$ cat src/rtl/dac_spi_master.sv
// dac_spi_master: SPI master for the DACx0504 serial port.
// Turns one register command into a 24-bit frame (write) or a command frame
// followed by a NOP frame (read), and returns the readback data.
module dac_spi_master #(
    parameter int CLK_DIV = 8,   // SYS_CLK cycles per DAC_CLK period, even, >= 4
    parameter int CS_HOLD = 2,   // cycles from last DAC_CLK fall to DAC_CS_N rise, >= 1
    parameter int CS_GAP  = 4    // minimum cycles DAC_CS_N stays high between frames, >= 1
) (
    input  logic        SYS_CLK,
    input  logic        SYS_RST,
    input  logic        cmd_valid,
    output logic        cmd_ready,
    input  logic        cmd_rd,
    input  logic [3:0]  cmd_addr,
    input  logic [15:0] cmd_wdata,
    output logic        rsp_valid,
    output logic [15:0] rsp_rdata,
    output logic        rsp_err,
    output logic        DAC_CLK,
    output logic        DAC_SDI,
    output logic        DAC_CS_N,
    input  logic        DAC_SDO
);

    localparam int HALF       = CLK_DIV / 2;
    localparam int DIV_W      = $clog2(CLK_DIV);
    localparam int PH_W       = 8;
    localparam int FRAME_BITS = 24;

    typedef enum logic [2:0] {
        IDLE,
        SHIFT,
        HOLD,
        GAP,
        DONE
    } state_t;

    state_t       state_q, state_d;
    logic [DIV_W-1:0] divCnt_q, divCnt_d;
    logic [4:0]   bitCnt_q, bitCnt_d;
    logic [PH_W-1:0] phase_q, phase_d;
    logic [23:0]  shift_q, shift_d;
    logic [23:0]  cap_q, cap_d;
    logic         rd_q, rd_d;
    logic [3:0]   addr_q, addr_d;
    logic         pend_q, pend_d;
    logic         dacClk_q, dacClk_d;
    logic         csN_q, csN_d;
    logic         cmdReady_q, cmdReady_d;
    logic         rspValid_q, rspValid_d;
    logic [15:0]  rspRdata_q, rspRdata_d;
    logic         rspErr_q, rspErr_d;

    // Every output comes straight from a register so the SPI pins never glitch.
    assign cmd_ready = cmdReady_q;
    assign rsp_valid = rspValid_q;
    assign rsp_rdata = rspRdata_q;
    assign rsp_err   = rspErr_q;
    assign DAC_CLK   = dacClk_q;
    assign DAC_SDI   = shift_q[23];
    assign DAC_CS_N  = csN_q;

    // State and datapath registers; reset forces the port into its idle levels.
    always_ff @(posedge SYS_CLK or posedge SYS_RST) begin
        if (SYS_RST) begin
            state_q    <= IDLE;
            divCnt_q   <= '0;
            bitCnt_q   <= '0;
            phase_q    <= '0;
            shift_q    <= '0;
            cap_q      <= '0;
            rd_q       <= 1'b0;
            addr_q     <= '0;
            pend_q     <= 1'b0;
            dacClk_q   <= 1'b0;
            csN_q      <= 1'b1;
            cmdReady_q <= 1'b0;
            rspValid_q <= 1'b0;
            rspRdata_q <= '0;
            rspErr_q   <= 1'b0;
        end else begin
            state_q    <= state_d;
            divCnt_q   <= divCnt_d;
            bitCnt_q   <= bitCnt_d;
            phase_q    <= phase_d;
            shift_q    <= shift_d;
            cap_q      <= cap_d;
            rd_q       <= rd_d;
            addr_q     <= addr_d;
            pend_q     <= pend_d;
            dacClk_q   <= dacClk_d;
            csN_q      <= csN_d;
            cmdReady_q <= cmdReady_d;
            rspValid_q <= rspValid_d;
            rspRdata_q <= rspRdata_d;
            rspErr_q   <= rspErr_d;
        end
    end

    // Frame sequencer: IDLE -> SHIFT -> HOLD -> GAP -> (NOP frame ? SHIFT : DONE) -> IDLE.
    always_comb begin
        state_d    = state_q;
        divCnt_d   = divCnt_q;
        bitCnt_d   = bitCnt_q;
        phase_d    = phase_q;
        shift_d    = shift_q;
        cap_d      = cap_q;
        rd_d       = rd_q;
        addr_d     = addr_q;
        pend_d     = pend_q;
        dacClk_d   = dacClk_q;
        csN_d      = csN_q;
        rspValid_d = 1'b0;
        rspRdata_d = rspRdata_q;
        rspErr_d   = rspErr_q;

        case (state_q)
            IDLE: begin
                if (cmd_valid && cmdReady_q) begin
                    rd_d     = cmd_rd;
                    addr_d   = cmd_addr;
                    pend_d   = cmd_rd;
                    shift_d  = {cmd_rd, 3'b000, cmd_addr, (cmd_rd ? 16'h0000 : cmd_wdata)};
                    divCnt_d = '0;
                    bitCnt_d = '0;
                    dacClk_d = 1'b0;
                    csN_d    = 1'b0;
                    state_d  = SHIFT;
                end
            end

            SHIFT: begin
                if (divCnt_q == DIV_W'(CLK_DIV - 1)) begin
                    divCnt_d = '0;
                end else begin
                    divCnt_d = divCnt_q + 1'b1;
                end

                if (divCnt_q == DIV_W'(HALF - 1)) begin
                    // Rising edge: take the SDO bit the DAC presented during the low phase.
                    dacClk_d = 1'b1;
                    cap_d    = {cap_q[22:0], DAC_SDO};
                    bitCnt_d = bitCnt_q + 1'b1;
                end else if (divCnt_q == DIV_W'(CLK_DIV - 1)) begin
                    dacClk_d = 1'b0;
                    if (bitCnt_q == 5'(FRAME_BITS)) begin
                        phase_d = '0;
                        state_d = HOLD;
                    end else begin
                        shift_d = {shift_q[22:0], 1'b0};
                    end
                end
            end

            HOLD: begin
                if (phase_q == PH_W'(CS_HOLD - 1)) begin
                    csN_d   = 1'b1;
                    shift_d = '0;
                    phase_d = '0;
                    state_d = GAP;
                end else begin
                    phase_d = phase_q + 1'b1;
                end
            end

            GAP: begin
                if (phase_q == PH_W'(CS_GAP - 1)) begin
                    if (pend_q) begin
                        // Second frame of a read is an all-zero NOP that clocks the data back.
                        pend_d   = 1'b0;
                        shift_d  = '0;
                        divCnt_d = '0;
                        bitCnt_d = '0;
                        csN_d    = 1'b0;
                        state_d  = SHIFT;
                    end else begin
                        rspValid_d = 1'b1;
                        rspRdata_d = rd_q ? cap_q[15:0] : 16'h0000;
                        rspErr_d   = rd_q & ((cap_q[19:16] != addr_q) | ~cap_q[23]);
                        state_d    = DONE;
                    end
                end else begin
                    phase_d = phase_q + 1'b1;
                end
            end

            DONE: begin
                state_d = IDLE;
            end

            default: begin
                state_d = IDLE;
            end
        endcase

        cmdReady_d = (state_d == IDLE);
    end

endmodule
$ cat config.mk
export PLATFORM = sky130hd
export DESIGN_NAME = dac_spi_master
export DESIGN_NICKNAME = d
export VERILOG_FILES = /design/src/rtl/dac_spi_master.sv
export SDC_FILE = /design/constraint.sdc
export NUM_CORES = 1
export LEC_CHECK = 0
export ABC_AREA = 1
export ABC_CLOCK_PERIOD_IN_PS = 4000
export BUFFER_PORTS_ARGS = -buffer_cell sky130_fd_sc_hd__buf_4
export CAP_MARGIN = 15
export CORE_ASPECT_RATIO = 1.25
export CORE_MARGIN = 8
export CORE_UTILIZATION = 40
export DETAILED_ROUTE_END_ITERATION = 8
export MAX_ROUTING_LAYER = met4
export PLACE_DENSITY_LB_ADDON = 0.15
export REMOVE_ABC_BUFFERS = 1
export SETUP_SLACK_MARGIN = 0.2
export SLEW_MARGIN = 20
export SYNTH_ARGS = -nofsm -noshare
export SYNTH_HDL_FRONTEND = slang
export SYNTH_SLANG_ARGS = --single-unit
$ cat constraint.sdc
create_clock -name SYS_CLK -period 4 [get_ports SYS_CLK]
set_input_delay 0.8 -clock SYS_CLK [delete_from_list [all_inputs] [get_ports SYS_CLK]]
set_output_delay 0.8 -clock SYS_CLK [all_outputs]
set_load 0.01 [all_outputs]
==> qor_table.md <==
| Parameter | This run |
|:---|:---|
| Summed negative setup slack over all endpoints | 0 ps |
| Average via count per standard cell | 4.909 |
| Transition time of the tightest slew-check pin | 808.5 ps |
| Skew-Pair Late Insertion Delay | 340 ps |
| Synthesized area per cell | 8.094 sq um |
| Port-buffer cells | 46 |
| Post-CTS Setup Repair Bufs | 0 |
| Fraction of synthesized area in multiplexers | 0.002530 |
| Routed WL per cell | 12.80 microns |
| Main combinational cell family by area after synthesis | simple AND/OR/NAND/NOR gates |
| Number of instances in the synthesized netlist | 550 |
| Launch instance of the worst min-delay path | DAC_CS_N |
| Maximum clock path buffer count | 2 |
| Share of the synthesized area in compound gates (AO/OA/AOI/OAI) | 0.08179 |
| Worst path arrival time | 2560 ps |
| Die Width | 110.4 microns |
| Number of top-level pins | 47 |
| Proportion of synthesized chip area in sequential cells | 0.5287 |
| Clock net sink count | 94 |
| Yosys cell types | 28 |
| Post-Synth Simple-Gate Area | 0.2780 |
| Number of violations reported at the end of detailed-routing iteration 0 | 163 |
| Cell Chain, Critical Path | nand2_2 -> inv_2 -> nand2_1 -> nand3_1 -> nor2_4 -> nand2_4 -> nand2_1 -> nand2_1 |
| Filler Cell Count | 1,118 |
| Leakage power of the design | 2.713 nW |
| Hold Violations, Final | 0 |
| Peak fanout along the critical path | 32 |
| Non-filler instance count after layout | 729 |
| Number of CTS-inserted buffers | 9 |
| Setup crit start | state_q[0] |
| Classification of the worst-slack hold path | reg -> reg |
| CP dominant cell by count | nand2_1 |
| Setup Viol. Count Final | 0 |
| GRT overflow | 0 |
| Number of iterations in the first detailed-routing pass | 5 |
| Tot GR Track Use | 0.1429 |
| Die Outline Area | 14,780 sq um |
| Count of nets after finishing | 621 |
| Clock period minus worst slack | 2328 ps |
| Worst clock skew on the final layout | 5.204 ps |
| Final slew viol count | 0 |
| Number of global-route vias before repair | 3,714 |
| Origin of the critical flop-to-flop path | state_q[0] |
| Dpl hpwl | 6269 microns |
| Number of antenna violations at the first check in global routing | 0 |
| Critical Path Start Type | flip-flop |
| Hold WS | 467.2 ps |
| Post-synth design cell area | 4452 sq um |
| Starting density of the core | 0.4056 |
| Wire length of the first global-routing pass | 16,710 microns |
| H-tree Lvls | 3 |
| Worst slew margin relative to its limit | 0.4597 |
| Layout cells sized above 1 | 0.1414 |
| Vias post-DR | 3,579 |
| Max-cap violations | 0 |
| Ratio of final minimum period to clock period | 0.5819 |
| Maximum single-stage delay on the critical path | 500 ps |
| Hold_buf cts | 0 |
| Area Growth Syn to Fin | 15.68% |
| Number of synthesized register bits | 94 |
| Die height | 134.0 microns |
| Worst path top cell family by delay | simple AND/OR/NAND/NOR gates |
| Buffers plus inverters on the worst setup path | 1 |
| Worst Setup Path Type | reg -> reg |
| Cell count after placement | 713 |
| Slowest library cell on the worst path | nor2_4 |
| Setup repair after global routing missed its margin | no |
| Yosys warning count | 0 |
| Antenna diode count | 0 |
| # DRC | 0 |
| Overall power after layout | 1.797 mW |
| Power per unit of standard cell area | 348.8 nW/um^2 |
| Clock-pin slew on the worst setup and hold paths | 60 ps |
| Clock Tree Root | clkbuf_16 |
| Post-Synth XOR/XNOR Area | 0.01967 |
| Post-CTS resize count | 0 |
| Worst IR drop on VDD | 0.2325 mV |
| Run status | finished, final reports clean |
| Wire length reported by the detailed router | 9334 microns |
| F_max | 429.6 MHz |
| Row count | 43 |
| Remaining antenna violation count after routing | 0 |
| Type of destination of the critical path | flip-flop |
| Data required time at the worst endpoint | 4230 ps |
| Maximum number of pins on one net before global-route repair | 50 |
| Clock tree from TritonCTS | yes |
| Floorplan core area | 10,980 sq um |
| Final weighted congestion in routability-driven placement | 0.8290 |
| Area share of fa/ha/maj cells after synthesis | 0.01967 |
## synthesized netlist by cell type
cell / n / area, sq um
nor2_4: 5 / 56.30
xnor2_1: 2 / 17.52
inv_2: 3 / 11.26
o21ai_0: 54 / 270.3
a21oi_1: 14 / 70.07
o21bai_1: 1 / 7.510
nand2_1: 207 / 777.0
buf_2: 8 / 40.04
buf_4: 6 / 45.04
dfstp_2: 1 / 26.28
xor2_1: 8 / 70.07
nor3_1: 3 / 15.01
dfrtp_1: 93 / 2327
nor2_1: 34 / 127.6
o211ai_1: 1 / 7.510
clkbuf_1: 4 / 15.01
nand2_4: 1 / 11.26
nor2_2: 2 / 12.51
mux2_2: 1 / 11.26
buf_6: 2 / 22.52
nand3_1: 35 / 175.2
inv_1: 46 / 172.7
or2_2: 3 / 18.77
nand2_2: 3 / 18.77
clkinv_1: 1 / 3.750
ha_1: 7 / 87.58
o21ai_2: 1 / 8.760
nand4_1: 4 / 25.02
## per-layer routing
layer  vias up  GRT usage  share of wire
met4         0    0.06756          0.025
met5         -          -              0
met2        72     0.2293           0.48
li1       1804          -              -
met1      1688     0.1713           0.46
met3        15    0.02112          0.031
## cell type report
cell class,instances,area [sq um],share of cell area
Clock inverter,6,48.80,0.009475
Multi-Input combinational cell,386,1788,0.3472
Timing Repair Buffer,48,372.9,0.07240
Inverter,50,188.9,0.03669
Clock buffer,10,229.0,0.04446
Sequential cell,94,2354,0.4570
Tap cell,135,168.9,0.03280
## state kept, by name, summed over array words and instances, names as in the netlist
register and flops:
shift_q 24, cmd_ready 1, phase_q 8, rsp_rdata 16
DAC_CS_N 1, state_q 3, addr_q 4, rsp_err 1
bitCnt_q 5, rd_q 1, divCnt_q 3, rsp_valid 1
DAC_CLK 1, pend_q 1, cap_q 24
## worst register-to-register path: stages, from the launching register on
cell and delay (ps):
dfrtp_1 460, nand2_2 230, inv_2 270, nand2_1 130, nand3_1 120, nor2_4 500, nand2_4 310, nand2_1 150
nand2_1 60
## power breakdown
group,switching (mW),internal (mW),total (mW)
combinational,0.0300,0.0202,0.0502
sequential,0.00235,0.954,0.956
clock,0.366,0.424,0.790
total,0.398,1.40,1.80
## final timing paths
path | to | slack [ps] | depth (start not counted)
worst max-delay path | shift_q[6] | 1670 | 8
worst min register to register | DAC_CS_N | 470 | 2
worst max register to register | shift_q[6] | 1670 | 8
max in group asynchronous | DAC_CS_N | 2650 | 3
worst min-delay path | DAC_CS_N | 470 | 2
min in group asynchronous | rsp_err | 590 | 2
## cell families after synthesis
family	after synthesis
AND/OR/NAND/NOR	297
flip-flops	94
AO/OA/AOI/OAI	71
buffers and inverters	70
XOR/XNOR	10
adder cells (fa/ha/maj)	7
multiplexers	1
## stage by stage
step	setup slack [ps]	utilization	area [sq um]
after detailed placement	1667	0.4439	4872
after global routing	1400	0.4692	5150
after floorplan	753.0	-	4329
after CTS	1650	0.4692	5150
after global placement	1705	0.4439	4872
final	1672	0.4692	5150
## cells in the final DEF, fill, tap and decap left out, types with 4 or more instances in the layout
| master | count |
|---|---|
| a21oi_1 | 14 |
| buf_4 | 47 |
| clkbuf_16 | 9 |
| dfrtp_1 | 93 |
| ha_1 | 7 |
| inv_1 | 45 |
| nand2_1 | 207 |
| nand3_1 | 35 |
| nand4_1 | 4 |
| nor2_1 | 34 |
| nor2_4 | 5 |
| o21ai_0 | 54 |
| xor2_1 | 8 |
Note: power is estimated with default switching activity, not from simulation.
